**config.mk**
```make
export PLATFORM = sky130hd
export DESIGN_NAME = fifo_reader
export DESIGN_NICKNAME = d
export VERILOG_FILES = /design/src/rtl/fifo_pkg.sv /design/src/rtl/fifo_rd_skid.sv /design/src/rtl/fifo_reader.sv
export SDC_FILE = /design/constraint.sdc
export NUM_CORES = 1
export LEC_CHECK = 0
export CORE_AREA = 8 8 89 91
export DETAILED_ROUTE_END_ITERATION = 8
export DIE_AREA = 0 0 97 99
export GPL_ROUTABILITY_DRIVEN = 1
export PLACE_DENSITY = 0.77
export SYNTH_ARGS = -nofsm -noshare
export SYNTH_HDL_FRONTEND = slang
export SYNTH_SLANG_ARGS = --single-unit
```
**constraint.sdc**
```tcl
create_clock -name clk -period 1.85 [get_ports clk]
set_input_delay 0.555 -clock clk [delete_from_list [all_inputs] [get_ports clk]]
set_output_delay 0.555 -clock clk [all_outputs]
set_load 0.02 [all_outputs]
```
**src/rtl/fifo_pkg.sv**
```systemverilog
// -----------------------------------------------------------------------------
// fifo_pkg
// Shared constants and helpers for the synchronous fifo and its read-side
// engine (fifo_reader).
//   DEFAULT_WIDTH : default data word width
//   RD_BUF_DEPTH  : depth of the reader's output buffer
//   RD_CNT_W      : width of the buffer occupancy count (0..RD_BUF_DEPTH)
//   beat_width()  : width of the packet beat counter, minimum 1 bit
// -----------------------------------------------------------------------------
package fifo_pkg;

    localparam int DEFAULT_WIDTH = 32;
    localparam int RD_BUF_DEPTH  = 2;
    localparam int RD_CNT_W      = $clog2(RD_BUF_DEPTH + 1);

    function automatic int beat_width(input int pkt_len);
        return (pkt_len > 1) ? $clog2(pkt_len) : 1;
    endfunction

endpackage

```
**src/rtl/fifo_rd_skid.sv**
```systemverilog
// -----------------------------------------------------------------------------
// fifo_rd_skid
// Small FIFO-ordered output buffer for fifo_reader. Words returned by the
// FIFO are pushed at the tail; the head is presented downstream and popped
// on accept. The caller guarantees no push when full (unless popping in the
// same cycle) and no pop when empty.
//
// Ports
//   clk        in   clock, rising edge
//   reset      in   synchronous active-high reset
//   push       in   write push_data at the tail
//   push_data  in   WIDTH  word to store
//   pop        in   advance the head
//   data       out  WIDTH  head entry
//   cnt        out  RD_CNT_W  number of stored words
// -----------------------------------------------------------------------------
module fifo_rd_skid
    import fifo_pkg::*;
#(
    parameter int WIDTH = DEFAULT_WIDTH
) (
    input  logic                clk,
    input  logic                reset,
    input  logic                push,
    input  logic [WIDTH-1:0]    push_data,
    input  logic                pop,
    output logic [WIDTH-1:0]    data,
    output logic [RD_CNT_W-1:0] cnt
);

    // Pointers wrap by natural overflow, so RD_BUF_DEPTH must be a power of two.
    localparam int PTR_W = (RD_BUF_DEPTH > 1) ? $clog2(RD_BUF_DEPTH) : 1;

    logic [WIDTH-1:0] mem [RD_BUF_DEPTH];
    logic [PTR_W-1:0] head;
    logic [PTR_W-1:0] tail;

    // NOTE: sequential state uses non-blocking assignments so every register
    // samples the pre-edge values, independent of statement order.
    always_ff @(posedge clk) begin
        if (reset) begin
            head <= '0;
            tail <= '0;
            cnt  <= '0;
            // NOTE: the storage is reset too, because the head entry drives
            // m_data directly and m_data must read 0 after reset.
            for (int i = 0; i < RD_BUF_DEPTH; i++) begin
                mem[i] <= '0;
            end
        end else begin
            if (push) begin
                mem[tail] <= push_data;
                tail      <= tail + 1'b1;
            end
            if (pop) begin
                head <= head + 1'b1;
            end
            // Simultaneous push and pop leaves the count unchanged.
            case ({push, pop})
                2'b10:   cnt <= cnt + 1'b1;
                2'b01:   cnt <= cnt - 1'b1;
                default: cnt <= cnt;
            endcase
        end
    end

    assign data = mem[head];

endmodule

```
**src/rtl/fifo_reader.sv**
```systemverilog
// -----------------------------------------------------------------------------
// fifo_reader
// Read-side engine for the synchronous fifo. Pops words through the FIFO read
// port (r_ready / fifo_empty / data_out, one cycle read latency), buffers them
// in a 2-entry skid buffer and re-presents them on a valid/ready stream.
// Output beats are grouped into packets of PKT_LEN beats, marked by m_last.
//
// Parameters
//   WIDTH    data word width (must match the FIFO)
//   PKT_LEN  beats per packet, >= 1
//
// Ports
//   clk         in   clock, rising edge
//   reset       in   synchronous active-high reset (reset the FIFO with it)
//   enable      in   allow new pops; buffered/in-flight words always drain
//   fifo_empty  in   FIFO empty flag
//   r_ready     out  pop request to the FIFO
//   data_out    in   WIDTH  FIFO read data, valid the cycle after a pop
//   m_valid     out  output word valid
//   m_ready     in   downstream accept
//   m_data      out  WIDTH  output word (head of buffer)
//   m_last      out  last beat of a packet, qualified by m_valid
//   busy        out  a word is in flight or buffered
//
// Optional feature, enabled by defining FIFO_READER_STATS_EN:
//   stat_beats  out  32  accepted beats since reset (wraps)
//   stat_stalls out  32  cycles with m_valid && !m_ready since reset (wraps)
// -----------------------------------------------------------------------------
module fifo_reader
    import fifo_pkg::*;
#(
    parameter int WIDTH   = DEFAULT_WIDTH,
    parameter int PKT_LEN = 4
) (
    input  logic             clk,
    input  logic             reset,
    input  logic             enable,
    input  logic             fifo_empty,
    output logic             r_ready,
    input  logic [WIDTH-1:0] data_out,
    output logic             m_valid,
    input  logic             m_ready,
    output logic [WIDTH-1:0] m_data,
    output logic             m_last,
    output logic             busy
`ifdef FIFO_READER_STATS_EN
    ,
    output logic [31:0]      stat_beats,
    output logic [31:0]      stat_stalls
`endif
);

    localparam int                BEAT_W    = beat_width(PKT_LEN);
    localparam logic [BEAT_W-1:0] LAST_BEAT = BEAT_W'(PKT_LEN - 1);
    localparam int                OCC_W     = RD_CNT_W + 1;

    logic                inflight;
    logic [RD_CNT_W-1:0] cnt;
    logic                accept;
    logic [OCC_W-1:0]    occupancy;
    logic [BEAT_W-1:0]   beat;

    // Pop decision. Written as "occupancy < depth + accept" rather than
    // "occupancy - accept < depth" so the arithmetic never goes negative.
    // NOTE: every signal driven in always_comb gets a value on every path,
    // here by plain unconditional assignment, so no latch is inferred.
    always_comb begin
        accept    = m_valid && m_ready;
        occupancy = {1'b0, cnt} + OCC_W'(inflight);
        r_ready   = enable && !fifo_empty
                    && (occupancy < (OCC_W'(RD_BUF_DEPTH) + OCC_W'(accept)));
    end

    // A pop issued this cycle returns its word next cycle; reset drops any
    // pending return so a word arriving right after reset is discarded.
    always_ff @(posedge clk) begin
        if (reset) begin
            inflight <= 1'b0;
        end else begin
            inflight <= r_ready;
        end
    end

    fifo_rd_skid #(
        .WIDTH (WIDTH)
    ) u_skid (
        .clk       (clk),
        .reset     (reset),
        .push      (inflight),
        .push_data (data_out),
        .pop       (accept),
        .data      (m_data),
        .cnt       (cnt)
    );

    assign m_valid = (cnt != '0);
    assign busy    = inflight || m_valid;
    assign m_last  = (beat == LAST_BEAT);

    // Beat position within the current packet; stays 0 when PKT_LEN is 1.
    always_ff @(posedge clk) begin
        if (reset) begin
            beat <= '0;
        end else if (accept) begin
            if (beat == LAST_BEAT) begin
                beat <= '0;
            end else begin
                beat <= beat + 1'b1;
            end
        end
    end

`ifdef FIFO_READER_STATS_EN
    always_ff @(posedge clk) begin
        if (reset) begin
            stat_beats  <= '0;
            stat_stalls <= '0;
        end else begin
            if (accept) begin
                stat_beats <= stat_beats + 32'd1;
            end
            if (m_valid && !m_ready) begin
                stat_stalls <= stat_stalls + 32'd1;
            end
        end
    end
`else
    // Statistics counters are not built in this configuration.
`endif

endmodule

```
==> flow_summary.yaml, run 1 <==
run_status:
  outcome: "finished, violations left"
  failed_checks: "setup timing"
synthesis:
  ys_dominant_reg_cell: "edfxtp_1"
  synth_most_common_cell: "edfxtp_1"
  synth_cell_type_count: 27
  ys_ff_latch: 72
  yosys_warnings: 0
  synthTopCellsByArea: "edfxtp_1, mux2_2, and2_1"
  yosysSeqAreaShare_pct: 65.5
  syn-num-nets: 254
  synth_edf_count: 64
  syn_avg_cell_area_sq_um: 14.9
  netlist_area_sq_um: 3180
  synthCells: 213
  yosys-top-cells-count: "edfxtp_1, and2_1, mux2_2"
  ys_async_sr_fraction_pct: 0
  synth_top_area_share_pct: 60.4
  synth_top_area_cell: "edfxtp_1"
placement:
  place_congestion: 0.668
  dp_hpwl_mm: 4.20
  numPortBuffers: 72
  place_area_sq_um: 4100
  place_ws_ns: -0.748
sta:
  fin_tns_setup_ns: -1.90
  worst_slack_ns: -0.126
  whs_ns: 0.476
  rsz0062_at_grt: "yes"
  slew_headroom_pct: 57.5
  max_freq_ghz: 0.506
  min_period_ns: 1.98
  setup_viol: 34
  finalClockSkew_ns: 0.0129
  drv_slew: 0
  post-route-period-util_pct: 107
  hold_violations: 0
  tightest_slew_ns: 0.636
cts:
  clk_pin_slew_ns: 0.07
  numCtsBuffers: 9
  clock-sinks: 72
  cts_tree: "built"
  postCtsHoldBufs: 0
  cts_htree_levels: 3
  cts_buffer_depth: 2
  cts_root_buf: "clkbuf_8"
  worstSkewPairLatency_ns: 0.34
min_path:
  min-delay-start: "beat[0]"
  hold_class: "flip-flop to flip-flop"
flow_run:
  cap_violations: 0
die:
  die_area_sq_um: 9600
  initial_core_util_pct: 48.4
  ioPinCount: 73
  die_w_um: 97
  rows: 30
  die_h_um: 99
  core_sq_um: 6570
cells_and_area:
  nets: 347
  antenna_cells: 0
  multiInputGateArea_sq_um: 1190
  seqCellArea_sq_um: 2090
  final_area_sq_um: 4580
  num-fill-cells: 471
  drive_gt1_share_pct: 43.4
  area_growth_pct: 44.1
critical_path:
  critPathMaxFanout: 2
  r2r_setup_slack_ns: 0.16
  required_ns: 1.29
  worstSetupStartpoint: "u_skid.cnt[0]"
  criticalPathCategory: "flip-flop to output pin"
  endpoint_kind: "output pin"
  r2r_start: "u_skid.cnt[0]"
  worst_ep_arrival_time_ns: 1.42
  start_kind: "flip-flop"
detailed_routing:
  drtIter0Drc: 59
  drcViolationCount: 0
  ant_nets: 0
  wl_met3_um: 310
  met1_length_mm: 2.96
  num_vias: 1946
  routed.top_layer: "met4"
  viasPerCell: 4.98
  firstDrtPassIters: 3
  routedWlPerCell_um: 17.4
  wl_met2_mm: 3.43
  wirelength_mm: 6.80
grt:
  antenna_found_initial: 0
  grt_max_degree: 33
  grt_pass1_vias: 2119
  overflow: 0
  grt_pass1_wl_mm: 11.0
  grt.total_usage_pct: 14.8
power_and_ir_drop:
  max-vdd-ir-drop_mv: 0.589
  power_density_nw_per_um2: 931
  power_leakage_nw: 1.86
## cell type report
| cell class | instances | share of cell area (%) |
|---|---|---|
| inverter | 3 | 0.246 |
| timing repair buffer | 92 | 21.8 |
| tap | 80 | 2.18 |
| multi-input combinational | 128 | 26.1 |
| clock inverter | 5 | 1.26 |
| sequential | 72 | 45.6 |
| clock buffer | 11 | 2.87 |
## placed cells by master (no fill, tap or decap), types with 2 or more instances in the layout
cell type / n
o21ai_2: 2
clkinvlp_4: 3
edfxtp_1: 64
and2_2: 16
nor3_4: 3
buf_12: 5
dfxtp_2: 3
clkbuf_1: 2
clkbuf_8: 9
dlygate4sd2_1: 3
xnor2_1: 2
inv_2: 2
clkdlybuf4s50_1: 34
dfxtp_1: 4
mux2_4: 32
or3_1: 2
buf_6: 38
nor2_1: 6
ha_4: 2
xor2_1: 2
buf_4: 9
a21oi_1: 2
or2_2: 2
ha_1: 2
buf_8: 2
and2_1: 48
## kinds of logic (layout without fill, tap and decap cells)
group | after synthesis | in the layout | synth area share, %
muxes | 33 | 33 | 11.6
DFF | 72 | 72 | 65.5
xor gates and xnor gates | 4 | 4 | 1.10
and+or+nand+nor | 80 | 81 | 16.6
AOI/OAI and AO/OA | 6 | 6 | 1.06
buffers and inverters | 14 | 111 | 2.60
adders and majority gates | 4 | 4 | 1.57
## worst max-delay path: stages (launching register included)
cell	delay (ns)
dfxtp_2	0.34
ha_4	0.16
ha_4	0.25
o21ai_2	0.05
and3_4	0.17
buf_6	0.12
## sequential cells by signal (all words and copies together), names as in the netlist, named ones only
signal	count
beat	2
u_skid.tail	1
u_skid.mem	64
u_skid.cnt	2
inflight	1
u_skid.head	1
## final timing paths
check | end | depth (start not counted)
setup reg to reg | u_skid.cnt[1] | 7
hold / removal | beat[0] | 2
hold reg to reg | beat[0] | 2
setup / recovery | r_ready | 5
## metal layers
metal	global-route usage, %	vias to the layer above
li1	-	941
met1	16.3	943
met2	25.4	52
met3	4.69	10
met4	6.75	0
met5	0	-
## timing repair
item / CTS / global route
endpoints found under the setup margin: 68 / 34
resized for setup: 225 / 42
gates cloned: 3 / 0
pin swaps: 3 / 2
buffers inserted: 6 / 2
## stage by stage
step / total power, mW / instances / utilization, %
5_1_grt: 4.44 / 391 / 69.8
3_5_place_dp: 2.88 / 368 / 62.4
2_1_floorplan: 2.41 / 213 / -
6_report: 4.27 / 391 / 69.8
4_1_cts: 4.24 / 392 / 68.1
3_3_place_gp: 2.86 / 368 / 62.4
## report_power, final
part           switching, mW  total (mW)  internal [mW]
combinational          0.489        1.14          0.655
sequential            0.0539        1.92           1.87
clock                  0.577        1.20          0.622
total                   1.12        4.27           3.15
No activity file was read; power rests on OpenSTA's default activity.
==> run 2: changes to the inputs <==
Settings changed: GPL_ROUTABILITY_DRIVEN 1 to default, SKIP_CTS_REPAIR_TIMING from default to 1.
==> run 2 against run 1 <==
The run still ends with setup timing left. Routed wire length grew 1.4%. First-iteration DRC count increased by 37%. Critical path type unchanged. Fmax decreased by 2.5%. Die area unchanged. Register-to-register slack gained 0.04 ns. Core utilization increased by 0.61 points. Clock skew increased by 0.0018 ns. Clock power is essentially flat. Via count is 0.46% higher. Clock-buffer cell count unchanged. Power rose by 0.44%.
==> flow_summary.yaml, run 2 (synthesis results as in run 1) <==
cells_and_area:
  area_growth_pct: 45.3
  final_cell_mix: "edfxtp_1, and2_1, buf_6, clkdlybuf4s50_1, mux2_4"
  stdcell_count: 394
  drive_gt1_share_pct: 42.4
  nets: 350
  final_area_sq_um: 4620
  largestRegisters: "u_skid.mem: 64 flops, beat: 2 flops, u_skid.cnt: 2 flops"
  antenna_cells: 0
  largest_reg_flops: 64
  final_common_cell: "edfxtp_1"
  largest_register: "u_skid.mem"
detailed_routing:
  wirelength_mm: 6.90
  ant_nets: 0
  viasPerCell: 4.96
  drtIter0Drc: 81
  firstDrtPassIters: 4
  num_vias: 1955
  drcViolationCount: 0
  routedWlPerCell_um: 17.5
sta:
  max_freq_ghz: 0.493
  worst_slack_ns: -0.177
  fin_tns_setup_ns: -3.42
  min_period_ns: 2.03
  tightest_slew_ns: 0.692
  slew_headroom_pct: 53.7
  finalClockSkew_ns: 0.0147
  rsz0062_at_grt: "yes"
  post-route-period-util_pct: 110
  setup_viol: 34
  hold_violations: 0
  drv_slew: 0
run_status:
  failed_checks: "setup timing"
  outcome: "finished, violations left"
power_and_ir_drop:
  power_leakage_nw: 1.92
  p_int_mw: 3.17
  p_switching_mw: 1.12
  p_total_mw: 4.29
  p_comb_share_pct: 27.3
  power_density_nw_per_um2: 927
  swShare_pct: 26.0
  max-vdd-ir-drop_mv: 0.591
  power.share.sequential_pct: 44.8
  clockPowerShare_pct: 27.8
cts:
  cts_htree_levels: 3
  worstSkewPairLatency_ns: 0.34
  cts_buffer_depth: 2
  cts_tree: "built"
  cts_root_buf: "clkbuf_8"
  numCtsBuffers: 9
  clk_pin_slew_ns: 0.07
  clock-sinks: 72
critical_path:
  criticalPathCategory: "flip-flop to output pin"
  endpoint_kind: "output pin"
  required_ns: 1.29
  critPathMaxStageDelay_ns: 0.43
  path_delay_family: "flip-flops"
  crit_buf_inv: 3
  rr_endpoint: "u_skid.cnt[1]"
  worst_ep_arrival_time_ns: 1.47
  critPathMaxFanout: 5
  cp_cell_sequence: "buf_4, buf_12, mux2_4, buf_6"
  start_kind: "flip-flop"
  cp_slowest_cell: "dfxtp_4"
  r2r_setup_slack_ns: 0.20
  crit_end: "m_data[9]"
  worst-path-stages: 4
  r2r_start: "u_skid.cnt[0]"
  rr_worst_depth: 7
placement:
  dp_cells: 368
  place_area_sq_um: 4100
  dp_hpwl_mm: 4.20
  numPortBuffers: 72
  place_congestion: 0.668
grt:
  grt_max_degree: 33
  grt.total_usage_pct: 13.5
  antenna_found_initial: 0
  overflow: 0
  grt_pass1_vias: 2036
  grt_pass1_wl_mm: 10.2
die:
  ioPinCount: 73
  core_sq_um: 6570
  die_h_um: 99
  rows: 30
  die_w_um: 97
  die_area_sq_um: 9600
  initial_core_util_pct: 48.4
flow_run:
  cap_violations: 0
min_path:
  hold_class: "flip-flop to flip-flop"
## run 2: cell types whose count changed in the layout (fill, tap and decap cells not counted), moves of 3 or more
cell	delta
buf_6	-3
dlygate4sd2_1	-3
buf_4	+4
dlymetal6s2s_1	+3
clkbuf_16	+3
## run 2: tightest hold or removal path, cell delays in order (launching register included)
cell and delay (ns):
dfxtp_1 0.32, nand2_1 0.05, a21oi_1 0.05
## run 2: area by class of cell
type	count	area, sq um
Clock buffer	11	131
Clock inverter	5	57.6
Fill cell	463	1950
Inverter	3	11.3
Multi-Input combinational cell	128	1160
Sequential cell	72	2090
Tap cell	80	100
Timing Repair Buffer	95	1070
## run 2: routing by layer
metal | up-vias | GRT usage, % | wire [um]
met1 | 939 | 14.6 | 3070
met4 | 0 | 6.75 | 110
li1 | 947 | - | -
met5 | - | 0 | 0
met3 | 10 | 4.48 | 319
met2 | 59 | 23.2 | 3390
## run 2: stage by stage
stage,hold slack [ns],util [%],setup WS (ns)
3_5_place_dp,0.468,62.4,-0.748
5_1_grt,0.505,70.4,-0.260
6_report,0.477,70.4,-0.177
2_1_floorplan,0.449,-,0.151
3_3_place_gp,0.459,62.4,-0.717
4_1_cts,0.479,65.3,-0.752
## run 2: power by group through the flow
stage          combinational [mW]  clock [mW]  sequential (mW)
2_1_floorplan               0.479           0             1.93
3_3_place_gp                0.928           0             1.93
3_5_place_dp                0.936           0             1.94
4_1_cts                     0.941        1.21             1.91
5_1_grt                      1.24        1.29             1.93
6_report                     1.17        1.19             1.92
## run 2: how the worst min path moves through the flow
stage               startpoint       to  slack [ns]  cells after the start
floorplan              beat[0]  beat[0]        0.45                      2
global placement       beat[0]  beat[0]        0.46                      2
detailed placement     beat[0]  beat[0]        0.47                      2
CTS                    beat[0]  beat[0]        0.48                      2
global route           beat[0]  beat[0]        0.51                      2
finish                 beat[0]  beat[0]        0.48                      2
==> run 3: changes to the inputs <==
Settings changed: PLACE_DENSITY 0.77 to default, PLACE_DENSITY_LB_ADDON from default to 0.2.
==> run 3 against run 2 <==
The flow still finishes with violations (setup timing). Critical endpoint is now r_ready. Power shrank 5.5%. Global-route usage fell by 0.35 points. Cell area down 4.2%. Worst hold slack lost 0.0032 ns. Sequential power is essentially flat.
==> flow_summary.yaml, run 3 (synthesis results as in run 1) <==
run_status:
  outcome: "finished, violations left"
  failed_checks: "setup timing"
die:
  initial_core_util_pct: 48.4
  ioPinCount: 73
  rows: 30
  die_h_um: 99
  die_area_sq_um: 9600
  die_w_um: 97
  core_sq_um: 6570
cts:
  cts_root_buf: "clkbuf_8"
  worstSkewPairLatency_ns: 0.34
  cts_htree_levels: 3
  clk_pin_slew_ns: 0.07
  numCtsBuffers: 9
  cts_tree: "built"
  cts_buffer_depth: 2
  clock-sinks: 72
power_and_ir_drop:
  power_density_nw_per_um2: 914
  power_leakage_nw: 1.83
  max-vdd-ir-drop_mv: 0.510
cells_and_area:
  nets: 345
  largestRegisters: "u_skid.mem: 64 flops, beat: 2 flops, u_skid.cnt: 2 flops"
  largest_register: "u_skid.mem"
  stdcell_count: 389
  drive_gt1_share_pct: 42.4
  area_growth_pct: 39.2
  final_common_cell: "edfxtp_1"
  multiInputGateArea_sq_um: 1130
  num-fill-cells: 483
  antenna_cells: 0
  largest_reg_flops: 64
  seqCellArea_sq_um: 2090
  final_cell_mix: "edfxtp_1, and2_1, clkdlybuf4s50_1, buf_6"
sta:
  whs_ns: 0.473
  rsz0062_at_grt: "yes"
  finalClockSkew_ns: 0.00645
  tightest_slew_ns: 0.638
  min_period_ns: 1.98
  slew_headroom_pct: 57.3
  hold_violations: 0
  drv_slew: 0
  post-route-period-util_pct: 107
  worst_slack_ns: -0.129
  setup_viol: 34
  max_freq_ghz: 0.505
grt:
  antenna_found_initial: 0
  grt_pass1_vias: 2093
  overflow: 0
  grt_max_degree: 33
  grt.total_usage_pct: 13.2
  grt_pass1_wl_mm: 9.93
detailed_routing:
  routedWlPerCell_um: 17.2
  drtIter0Drc: 76
  num_vias: 1976
  drcViolationCount: 0
  ant_nets: 0
  firstDrtPassIters: 4
  viasPerCell: 5.08
  wirelength_mm: 6.71
min_path:
  hold_class: "flip-flop to flip-flop"
  min_path_cells: 2
  worstHoldEndpoint: "beat[0]"
  min-delay-start: "beat[0]"
critical_path:
  r2r_start: "u_skid.cnt[0]"
  rr_worst_depth: 7
  critPathMaxFanout: 2
  start_kind: "flip-flop"
  r2r_setup_slack_ns: 0.17
  worst_ep_arrival_time_ns: 1.42
  required_ns: 1.29
  criticalPathCategory: "flip-flop to output pin"
  rr_endpoint: "u_skid.cnt[1]"
  endpoint_kind: "output pin"
placement:
  dp_cells: 370
  place_congestion: 0.745
  dp_hpwl_mm: 4.07
  numPortBuffers: 72
flow_run:
  cap_violations: 0
-- run 3: cell count changes in the layout (fill, tap and decap cells not counted), sizes merged --
cell and change:
clkinv +1, bufinv -1, clkbuf +1, buf -4, clkinvlp -2
-- run 3: critical path: stages, from the launching register on --
cell and delay (ns):
dfxtp_2 0.34, ha_4 0.16, ha_4 0.23, o21ai_2 0.05, and3_1 0.19, buf_6 0.12
-- run 3: how the worst max path moves through the flow --
stage	from	end	depth (start not counted)
after CTS	m_ready	r_ready	5
after floorplan	m_ready	r_ready	3
after global routing	inflight	r_ready	5
after detailed placement	m_ready	r_ready	5
final	inflight	r_ready	5
after global placement	m_ready	r_ready	5
-- run 3: final cells by class --
cell class,instances,area share (%)
clock buffer,13,3.59
timing repair buffer,90,20.7
sequential,72,47.2
inverter,3,0.254
tap,80,2.26
multi-input combinational,128,25.5
clock inverter,3,0.396
-- run 3: metal layers --
layer / part of all wire [%] / GRT usage [%] / wire length, um / vias to the layer above
li1: - / - / - / 941
met1: 42 / 14.0 / 2830 / 959
met2: 50 / 22.6 / 3320 / 63
met3: 6.1 / 4.48 / 410 / 13
met4: 2.1 / 7.10 / 138 / 0
met5: 0 / 0 / 0 / -
-- run 3: stage by stage --
| step | util [%] | setup TNS [ns] | cell area (sq um) | setup slack (ns) | power (mW) |
|---|---|---|---|---|---|
| finish | 67.4 | -2.68 | 4430 | -0.129 | 4.05 |
| global route | 67.4 | -4.26 | 4430 | -0.185 | 4.22 |
| CTS | 65.1 | -18.66 | 4280 | -0.720 | 3.98 |
| detailed placement | 62.4 | -30.12 | 4100 | -0.720 | 2.87 |
| global placement | 62.4 | -28.45 | 4100 | -0.703 | 2.86 |
| floorplan | - | 0 | 3180 | 0.151 | 2.41 |
-- run 3: report_power, final --
| part | internal (mW) | leakage [nW] | switching (mW) |
|---|---|---|---|
| Clock | 0.556 | 0.0894 | 0.540 |
| Combinational | 0.563 | 1.00 | 0.466 |
| Sequential | 1.87 | 0.733 | 0.0533 |
| Total | 2.99 | 1.83 | 1.06 |
